**src/rtl/sd_boot_pkg.sv**
```systemverilog
// rtl/sd_boot_pkg.sv - state types and controller register map for the SD boot loader
// S_ERROR exists only when SDBOOT_MAGIC_CHECK_EN is defined.
package sd_boot_pkg;

  localparam logic [9:0] SD_REG_BASE      = 10'd512;
  localparam logic [9:0] SD_REG_SECTOR0   = 10'd0;
  localparam logic [9:0] SD_REG_TRIG_READ = 10'd12;
  localparam int         SECTOR_BYTES     = 512;

  typedef enum logic [3:0] {
    S_IDLE,
    S_RD_REQ,
    S_RD_GAP,
    S_RD_WAIT,
    S_MEM_WR,
    S_NEXT,
    S_REG_WR,
    S_REG_WAIT,
    S_WAIT_CB,
    S_DONE
`ifdef SDBOOT_MAGIC_CHECK_EN
    , S_ERROR
`endif
  } state_e;

  typedef enum logic [1:0] {
    R_IDLE,
    R_STROBE,
    R_GAP,
    R_WAIT
  } rd_state_e;

endpackage

```
**src/rtl/sd_byte_reader.sv**
```systemverilog
// rtl/sd_byte_reader.sv - one strobe/gap/ready transaction on the SD controller byte port
// Strobes are registered so sd_ready (which drops combinationally on a strobe) never loops back.
module sd_byte_reader
  import sd_boot_pkg::*;
(
  input  logic       clk,
  input  logic       reset,
  input  logic       start_i,
  input  logic       write_i,
  input  logic [9:0] addr_i,
  input  logic [7:0] wdata_i,
  output logic       accept_o,
  output logic       done_o,
  output logic [7:0] data_o,
  output logic [9:0] sd_addr_o,
  output logic [7:0] sd_wdata_o,
  output logic       sd_read_o,
  output logic       sd_write_o,
  input  logic [7:0] sd_rdata_i,
  input  logic       sd_ready_i
);

  rd_state_e  state_q, state_d;
  logic [9:0] addr_q;
  logic [7:0] wdata_q;
  logic       write_q;

  assign accept_o   = (state_q == R_IDLE) && start_i && sd_ready_i;
  assign done_o     = (state_q == R_WAIT) && sd_ready_i;
  assign data_o     = sd_rdata_i;
  assign sd_addr_o  = addr_q;
  assign sd_wdata_o = wdata_q;
  assign sd_read_o  = (state_q == R_STROBE) && !write_q;
  assign sd_write_o = (state_q == R_STROBE) && write_q;

  always_comb begin
    state_d = state_q;
    case (state_q)
      R_IDLE:   if (accept_o) state_d = R_STROBE;
      R_STROBE: state_d = R_GAP;
      R_GAP:    state_d = R_WAIT;
      R_WAIT:   if (sd_ready_i) state_d = R_IDLE;
      default:  state_d = R_IDLE;
    endcase
  end

  always_ff @(posedge clk or posedge reset) begin
    if (reset) begin
      state_q <= R_IDLE;
      addr_q  <= '0;
      wdata_q <= '0;
      write_q <= 1'b0;
    end else begin
      state_q <= state_d;
      if (accept_o) begin
        addr_q  <= addr_i;
        wdata_q <= wdata_i;
        write_q <= write_i;
      end
    end
  end

endmodule

```
**src/rtl/sd_boot_loader.sv**
```systemverilog
// rtl/sd_boot_loader.sv - copies boot sectors from the SD controller buffer into main memory
// Optional first-word magic check: SDBOOT_MAGIC_CHECK_EN.
module sd_boot_loader
  import sd_boot_pkg::*;
#(
  parameter logic [31:0] LOAD_ADDR   = 32'h0000_0000,
  parameter int unsigned NUM_SECTORS = 1,
  parameter logic [31:0] BOOT_MAGIC  = 32'h3255_5043
) (
  input  logic        clk,
  input  logic        reset,
  input  logic        sd_boot_ready,
  output logic [9:0]  sd_addr,
  output logic [7:0]  sd_wdata,
  input  logic [7:0]  sd_rdata,
  output logic        sd_read,
  output logic        sd_write,
  input  logic        sd_ready,
  input  logic        sd_callback,
  output logic [31:0] mem_addr,
  output logic [31:0] mem_wdata,
  output logic        mem_we,
  input  logic        mem_ack,
  output logic        cpu_reset,
  output logic        boot_done,
  output logic        boot_error
);

  localparam logic [15:0] SECTOR_COUNT = 16'(NUM_SECTORS);

  state_e      state_q, state_d;
  logic [8:0]  byte_idx_q, byte_idx_d;
  logic [15:0] sector_idx_q, sector_idx_d;
  logic [31:0] word_addr_q, word_addr_d;
  logic [31:0] word_buf_q, word_buf_d;
  logic [2:0]  reg_step_q, reg_step_d;

  logic        rd_start, rd_write, rd_accept, rd_done;
  logic [9:0]  rd_addr;
  logic [7:0]  rd_wdata, rd_data;

  sd_byte_reader u_reader (
    .clk        (clk),
    .reset      (reset),
    .start_i    (rd_start),
    .write_i    (rd_write),
    .addr_i     (rd_addr),
    .wdata_i    (rd_wdata),
    .accept_o   (rd_accept),
    .done_o     (rd_done),
    .data_o     (rd_data),
    .sd_addr_o  (sd_addr),
    .sd_wdata_o (sd_wdata),
    .sd_read_o  (sd_read),
    .sd_write_o (sd_write),
    .sd_rdata_i (sd_rdata),
    .sd_ready_i (sd_ready)
  );

  always_comb begin
    state_d      = state_q;
    byte_idx_d   = byte_idx_q;
    sector_idx_d = sector_idx_q;
    word_addr_d  = word_addr_q;
    word_buf_d   = word_buf_q;
    reg_step_d   = reg_step_q;
    rd_start     = 1'b0;
    rd_write     = 1'b0;
    rd_addr      = {1'b0, byte_idx_q};
    rd_wdata     = 8'd0;
    case (state_q)
      S_IDLE: if (sd_boot_ready) begin
        byte_idx_d   = '0;
        sector_idx_d = '0;
        word_addr_d  = LOAD_ADDR;
        state_d      = S_RD_REQ;
      end
      S_RD_REQ: begin
        rd_start = 1'b1;
        if (rd_accept) state_d = S_RD_GAP;
      end
      S_RD_GAP: state_d = S_RD_WAIT;
      S_RD_WAIT: if (rd_done) begin
        word_buf_d[{byte_idx_q[1:0], 3'b000} +: 8] = rd_data;
        if (byte_idx_q[1:0] == 2'd3) begin
`ifdef SDBOOT_MAGIC_CHECK_EN
          if (word_addr_q == LOAD_ADDR && word_buf_d != BOOT_MAGIC) state_d = S_ERROR;
          else state_d = S_MEM_WR;
`else
          state_d = S_MEM_WR;
`endif
        end else begin
          byte_idx_d = byte_idx_q + 9'd1;
          state_d    = S_RD_REQ;
        end
      end
      S_MEM_WR: if (mem_ack) begin
        word_addr_d = word_addr_q + 32'd4;
        byte_idx_d  = byte_idx_q + 9'd1;
        if (byte_idx_q == 9'(SECTOR_BYTES - 1)) begin
          sector_idx_d = sector_idx_q + 16'd1;
          state_d      = S_NEXT;
        end else begin
          state_d = S_RD_REQ;
        end
      end
      S_NEXT: begin
        reg_step_d = '0;
        state_d    = (sector_idx_q == SECTOR_COUNT) ? S_DONE : S_REG_WR;
      end
      // Steps 0..3 load the sector number LSB first, step 4 fires the read trigger.
      S_REG_WR: begin
        rd_start = 1'b1;
        rd_write = 1'b1;
        if (reg_step_q == 3'd4) begin
          rd_addr = SD_REG_BASE + SD_REG_TRIG_READ;
        end else begin
          rd_addr = SD_REG_BASE + SD_REG_SECTOR0 + {7'd0, reg_step_q};
          case (reg_step_q)
            3'd0:    rd_wdata = sector_idx_q[7:0];
            3'd1:    rd_wdata = sector_idx_q[15:8];
            default: rd_wdata = 8'd0;
          endcase
        end
        if (rd_accept) state_d = S_REG_WAIT;
      end
      S_REG_WAIT: if (rd_done) begin
        if (reg_step_q == 3'd4) begin
          state_d = S_WAIT_CB;
        end else begin
          reg_step_d = reg_step_q + 3'd1;
          state_d    = S_REG_WR;
        end
      end
      S_WAIT_CB: if (sd_callback) state_d = S_RD_REQ;
      S_DONE:    state_d = S_DONE;
`ifdef SDBOOT_MAGIC_CHECK_EN
      S_ERROR:   state_d = S_ERROR;
`endif
      default:   state_d = S_IDLE;
    endcase
  end

  always_ff @(posedge clk or posedge reset) begin
    if (reset) begin
      state_q      <= S_IDLE;
      byte_idx_q   <= '0;
      sector_idx_q <= '0;
      word_addr_q  <= '0;
      word_buf_q   <= '0;
      reg_step_q   <= '0;
    end else begin
      state_q      <= state_d;
      byte_idx_q   <= byte_idx_d;
      sector_idx_q <= sector_idx_d;
      word_addr_q  <= word_addr_d;
      word_buf_q   <= word_buf_d;
      reg_step_q   <= reg_step_d;
    end
  end

  assign mem_we    = (state_q == S_MEM_WR);
  assign mem_addr  = word_addr_q;
  assign mem_wdata = word_buf_q;
  assign boot_done = (state_q == S_DONE);
  assign cpu_reset = (state_q != S_DONE);

`ifdef SDBOOT_MAGIC_CHECK_EN
  assign boot_error = (state_q == S_ERROR);
`else
  logic unused_magic;
  assign unused_magic = ^BOOT_MAGIC;
  assign boot_error   = 1'b0;
`endif

endmodule
```
**config.mk**
```make
export PLATFORM = sky130hd
export DESIGN_NAME = sd_boot_loader
export DESIGN_NICKNAME = d
export VERILOG_FILES = /design/src/rtl/sd_boot_pkg.sv /design/src/rtl/sd_byte_reader.sv /design/src/rtl/sd_boot_loader.sv
export SDC_FILE = /design/constraint.sdc
export NUM_CORES = 1
export LEC_CHECK = 0
export BUFFER_PORTS_ARGS = -buffer_cell sky130_fd_sc_hd__buf_4
export CAP_MARGIN = 0
export CORE_UTILIZATION = 57
export DETAILED_ROUTE_END_ITERATION = 6
export PLACE_DENSITY_LB_ADDON = 0.08
export SKIP_LAST_GASP = 1
export SYNTH_ARGS = -nofsm -noshare
export SYNTH_HDL_FRONTEND = slang
export SYNTH_SLANG_ARGS = --single-unit
export TNS_END_PERCENT = 20
```
**constraint.sdc**
```tcl
create_clock -name clk -period 4.8 [get_ports clk]
set_clock_uncertainty 0.1 [all_clocks]
set_input_delay 1.2 -clock clk [delete_from_list [all_inputs] [get_ports clk]]
set_output_delay 1.2 -clock clk [all_outputs]
set_load 0.02 [all_outputs]
```
==> results.py <==
metrics = {
    "logic_synthesis": {
        "synth_area_per_cell_um2": 9.16,
        "syn_area_mm2": 0.00615,
        "ys_warn_count": 0,
        "ys_ff_latch": 114,
        "synth_cells": 671,
        "yosysSeqAreaShare": 0.464,
        "async_reset_ff_frac": 1.00,
        "synth-edff-count": 0,
        "synth_cell_types": 65,
        "synth_ff_type": "dfrtp_1",
    },
    "placement": {
        "place_congestion": 0.850,
        "place_area_mm2": 0.00690,
        "hpwl_um": 10900,
        "port_buffers": 98,
    },
    "sta": {
        "finalMaxSlewViolations": 0,
        "hold_violations": 0,
        "setup_violations": 0,
        "max_freq_ghz": 0.276,
        "fin_tns_setup_ps": 0,
        "hold_ws_ps": 376,
        "worst_pin_slew_ps": 1070,
        "min_period_over_period": 0.755,
        "slew_headroom": 0.281,
        "rsz0062_at_grt": "no",
        "layout_min_cycle_time_ps": 3620,
    },
    "status": {
        "outcome": "completed",
    },
    "power_and_ir_drop": {
        "power_density_mw_per_mm2": 491,
        "peakVddDrop_mv": 0.257,
        "p_leak_nw": 3.31,
        "total_power_mw": 3.70,
    },
    "global_routing": {
        "use_met3": 0.0625,
        "overflow": 0,
        "met2_usage": 0.514,
        "antenna_found_initial": 0,
        "grt-busiest-layer": "met2",
        "grt_pass1_wl_um": 27100,
        "grt_pass1_vias": 5434,
        "grtUsageMet1": 0.396,
        "grt_usage": 0.308,
        "grt_max_degree": 65,
    },
    "floorplan": {
        "io_pins": 102,
        "die_w_um": 106,
        "core_area_mm2": 0.0104,
        "initial_core_util": 0.593,
        "die_area_mm2": 0.0112,
        "rows": 37,
        "fp.dieH_um": 106,
    },
    "finish": {
        "stdcell_area_mm2": 0.00754,
        "diodes": 0,
        "final_layout_size_suffix_gt1_frac": 0.196,
        "synthToLayoutAreaGrowth_pct": 22.6,
        "nNetsFinal": 787,
        "utilization": 0.727,
    },
    "worst_setup_path": {
        "arrival_ps": 2320,
        "cp_data_required_time_ps": 3500,
        "critPathKind": "flop to output port",
        "start_kind": "flop",
        "crit_path_end_kind": "output port",
        "path_max_fanout": 24,
    },
    "detailed_routing": {
        "vias_per_cell": 6.30,
        "drt-pass1-iter-count": 5,
        "routed_wl_um": 16400,
        "ant_nets": 0,
        "num_vias": 5686,
        "drt_iter0_drc": 541,
        "drcViolationCount": 0,
        "wire_per_inst_um": 18.1,
    },
    "worst_hold_path": {
        "hp-class": "flop to flop",
    },
    "cts": {
        "clk_latency_ps": 540,
        "htreeDepth": 4,
        "cts_sinks": 114,
        "cts_tree": "done",
        "cts_made_buffers": 17,
        "cts_resized": 0,
        "hold_buffers": 0,
        "cts.reportedPaths.clkPinSlew_ps": 60,
        "post_cts_buffers": 0,
        "cts-root-buf": "clkbuf_8",
        "cts_buffer_depth": 2,
    },
    "run": {
        "max_cap_viol_count": 0,
    },
}
[power breakdown]
| group | leakage (nW) | internal [mW] | switching [mW] |
|---|---|---|---|
| Clock | 0.306 | 0.909 | 0.450 |
| Sequential | 1.56 | 1.07 | 0.200 |
| Combinational | 1.44 | 0.431 | 0.642 |
| Total | 3.31 | 2.41 | 1.29 |
[final cells by class]
cell class | count | area [um2]
multi-input combinational | 498 | 3020
clock inverter | 8 | 149
sequential | 114 | 2850
timing repair buffer | 102 | 778
clock buffer | 23 | 487
fill | 793 | 2830
tap | 136 | 170
inverter | 22 | 85.1
[worst paths after layout]
| kind | cells after the start | slack (ps) | endpoint | from |
|---|---|---|---|---|
| worst max-delay path | 4 | 1180 | boot_done | state_q[2]$_DFFE_PP0P_ |
| worst max register to register | 8 | 2000 | sector_idx_q[12]$_DFFE_PP0P_ | byte_idx_q[0]$_DFFE_PP0P_ |
| worst min register to register | 2 | 380 | mem_wdata[2]$_DFFE_PP0P_ | mem_wdata[2]$_DFFE_PP0P_ |
| min in group asynchronous | 2 | 660 | mem_addr[23]$_DFFE_PP0P_ | reset |
| worst min-delay path | 2 | 380 | mem_wdata[2]$_DFFE_PP0P_ | mem_wdata[2]$_DFFE_PP0P_ |
| max in group asynchronous | 3 | 3180 | sector_idx_q[13]$_DFFE_PP0P_ | reset |
[routing by layer]
metal,part of all wire,up-vias,routed length [um]
met5,0,-,0
met2,0.51,237,8340
met1,0.41,2779,6680
met3,0.064,36,1050
met4,0.017,0,285
li1,-,2634,-
[state kept, by name, summed over array words and instances, names as in the netlist]
name                 count
mem_wdata               32
mem_addr                30
sector_idx_q            16
u_reader.sd_addr_o      10
byte_idx_q               9
u_reader.sd_wdata_o      8
state_q                  4
reg_step_q               3
u_reader.state_q         2
[metrics by stage]
step,setup slack (ps),std cells
floorplan,484,673
global placement,1860,872
detailed placement,1790,872
CTS,1210,903
global route,1010,903
finish,1180,903
[placed cells by master (no fill, tap or decap), types with 3 or more instances in the layout]
cell type  count
nand2_1      121
dfrtp_1      114
buf_4        101
o21ai_0       75
nand3_1       33
a21oi_1       32
o31ai_1       26
or4_1         23
inv_1         20
nand4_1       19
ha_1          18
nor2_1        17
clkbuf_16     16
a22o_1         9
a22oi_1        8
mux2i_1        8
nand2b_1       7
and4_1         7
and3_1         6
and2_1         6
a31oi_1        6
clkbuf_8       6
mux2_2         5
nor4_1         5
or3_1          5
nor3b_1        4
nor3_1         4
nor2b_1        4
bufinv_16      4
xor2_1         3
conb_1         3
[critical path, cell delays in order, from the launching register on]
cell,delay [ps]
dfrtp_1,850
clkinv_1,490
nand3_1,240
inv_1,50
buf_4,150
[cell families (layout without fill, tap and decap cells)]
| group | after synthesis | count (layout) | synth area share |
|---|---|---|---|
| AND/OR/NAND/NOR | 278 | 278 | 0.239 |
| adder cells (fa/ha/maj) | 18 | 18 | 0.0366 |
| XOR/XNOR | 3 | 3 | 0.00427 |
| multiplexers | 14 | 14 | 0.0246 |
| buffers and inverters | 61 | 155 | 0.0476 |
| AO/OA/AOI/OAI | 182 | 182 | 0.183 |
| flip-flops | 114 | 114 | 0.464 |
| other | 1 | 3 | 0.000610 |
[cell usage after synthesis, types with 5 or more instances]
cell type / n / share of area
a31oi_1: 6 / 0.0061
or4_1: 23 / 0.028
ha_1: 18 / 0.037
o31ai_1: 26 / 0.032
clkbuf_1: 20 / 0.012
buf_2: 9 / 0.0073
nand2b_1: 7 / 0.0071
a21oi_1: 32 / 0.026
nor4_1: 5 / 0.0051
and3_1: 6 / 0.0061
or3_1: 5 / 0.0051
a22oi_1: 8 / 0.0098
mux2i_1: 8 / 0.013
nor2_1: 17 / 0.010
dfrtp_1: 114 / 0.46
nand4_1: 19 / 0.019
inv_1: 21 / 0.013
mux2_2: 5 / 0.0092
and2_1: 6 / 0.0061
buf_6: 5 / 0.0092
a22o_1: 9 / 0.013
o21ai_0: 75 / 0.061
nor3_1: 5 / 0.0041
nand3_1: 33 / 0.027
nand2_1: 121 / 0.074
and4_1: 7 / 0.010
Note: power is estimated with default switching activity, not from simulation.
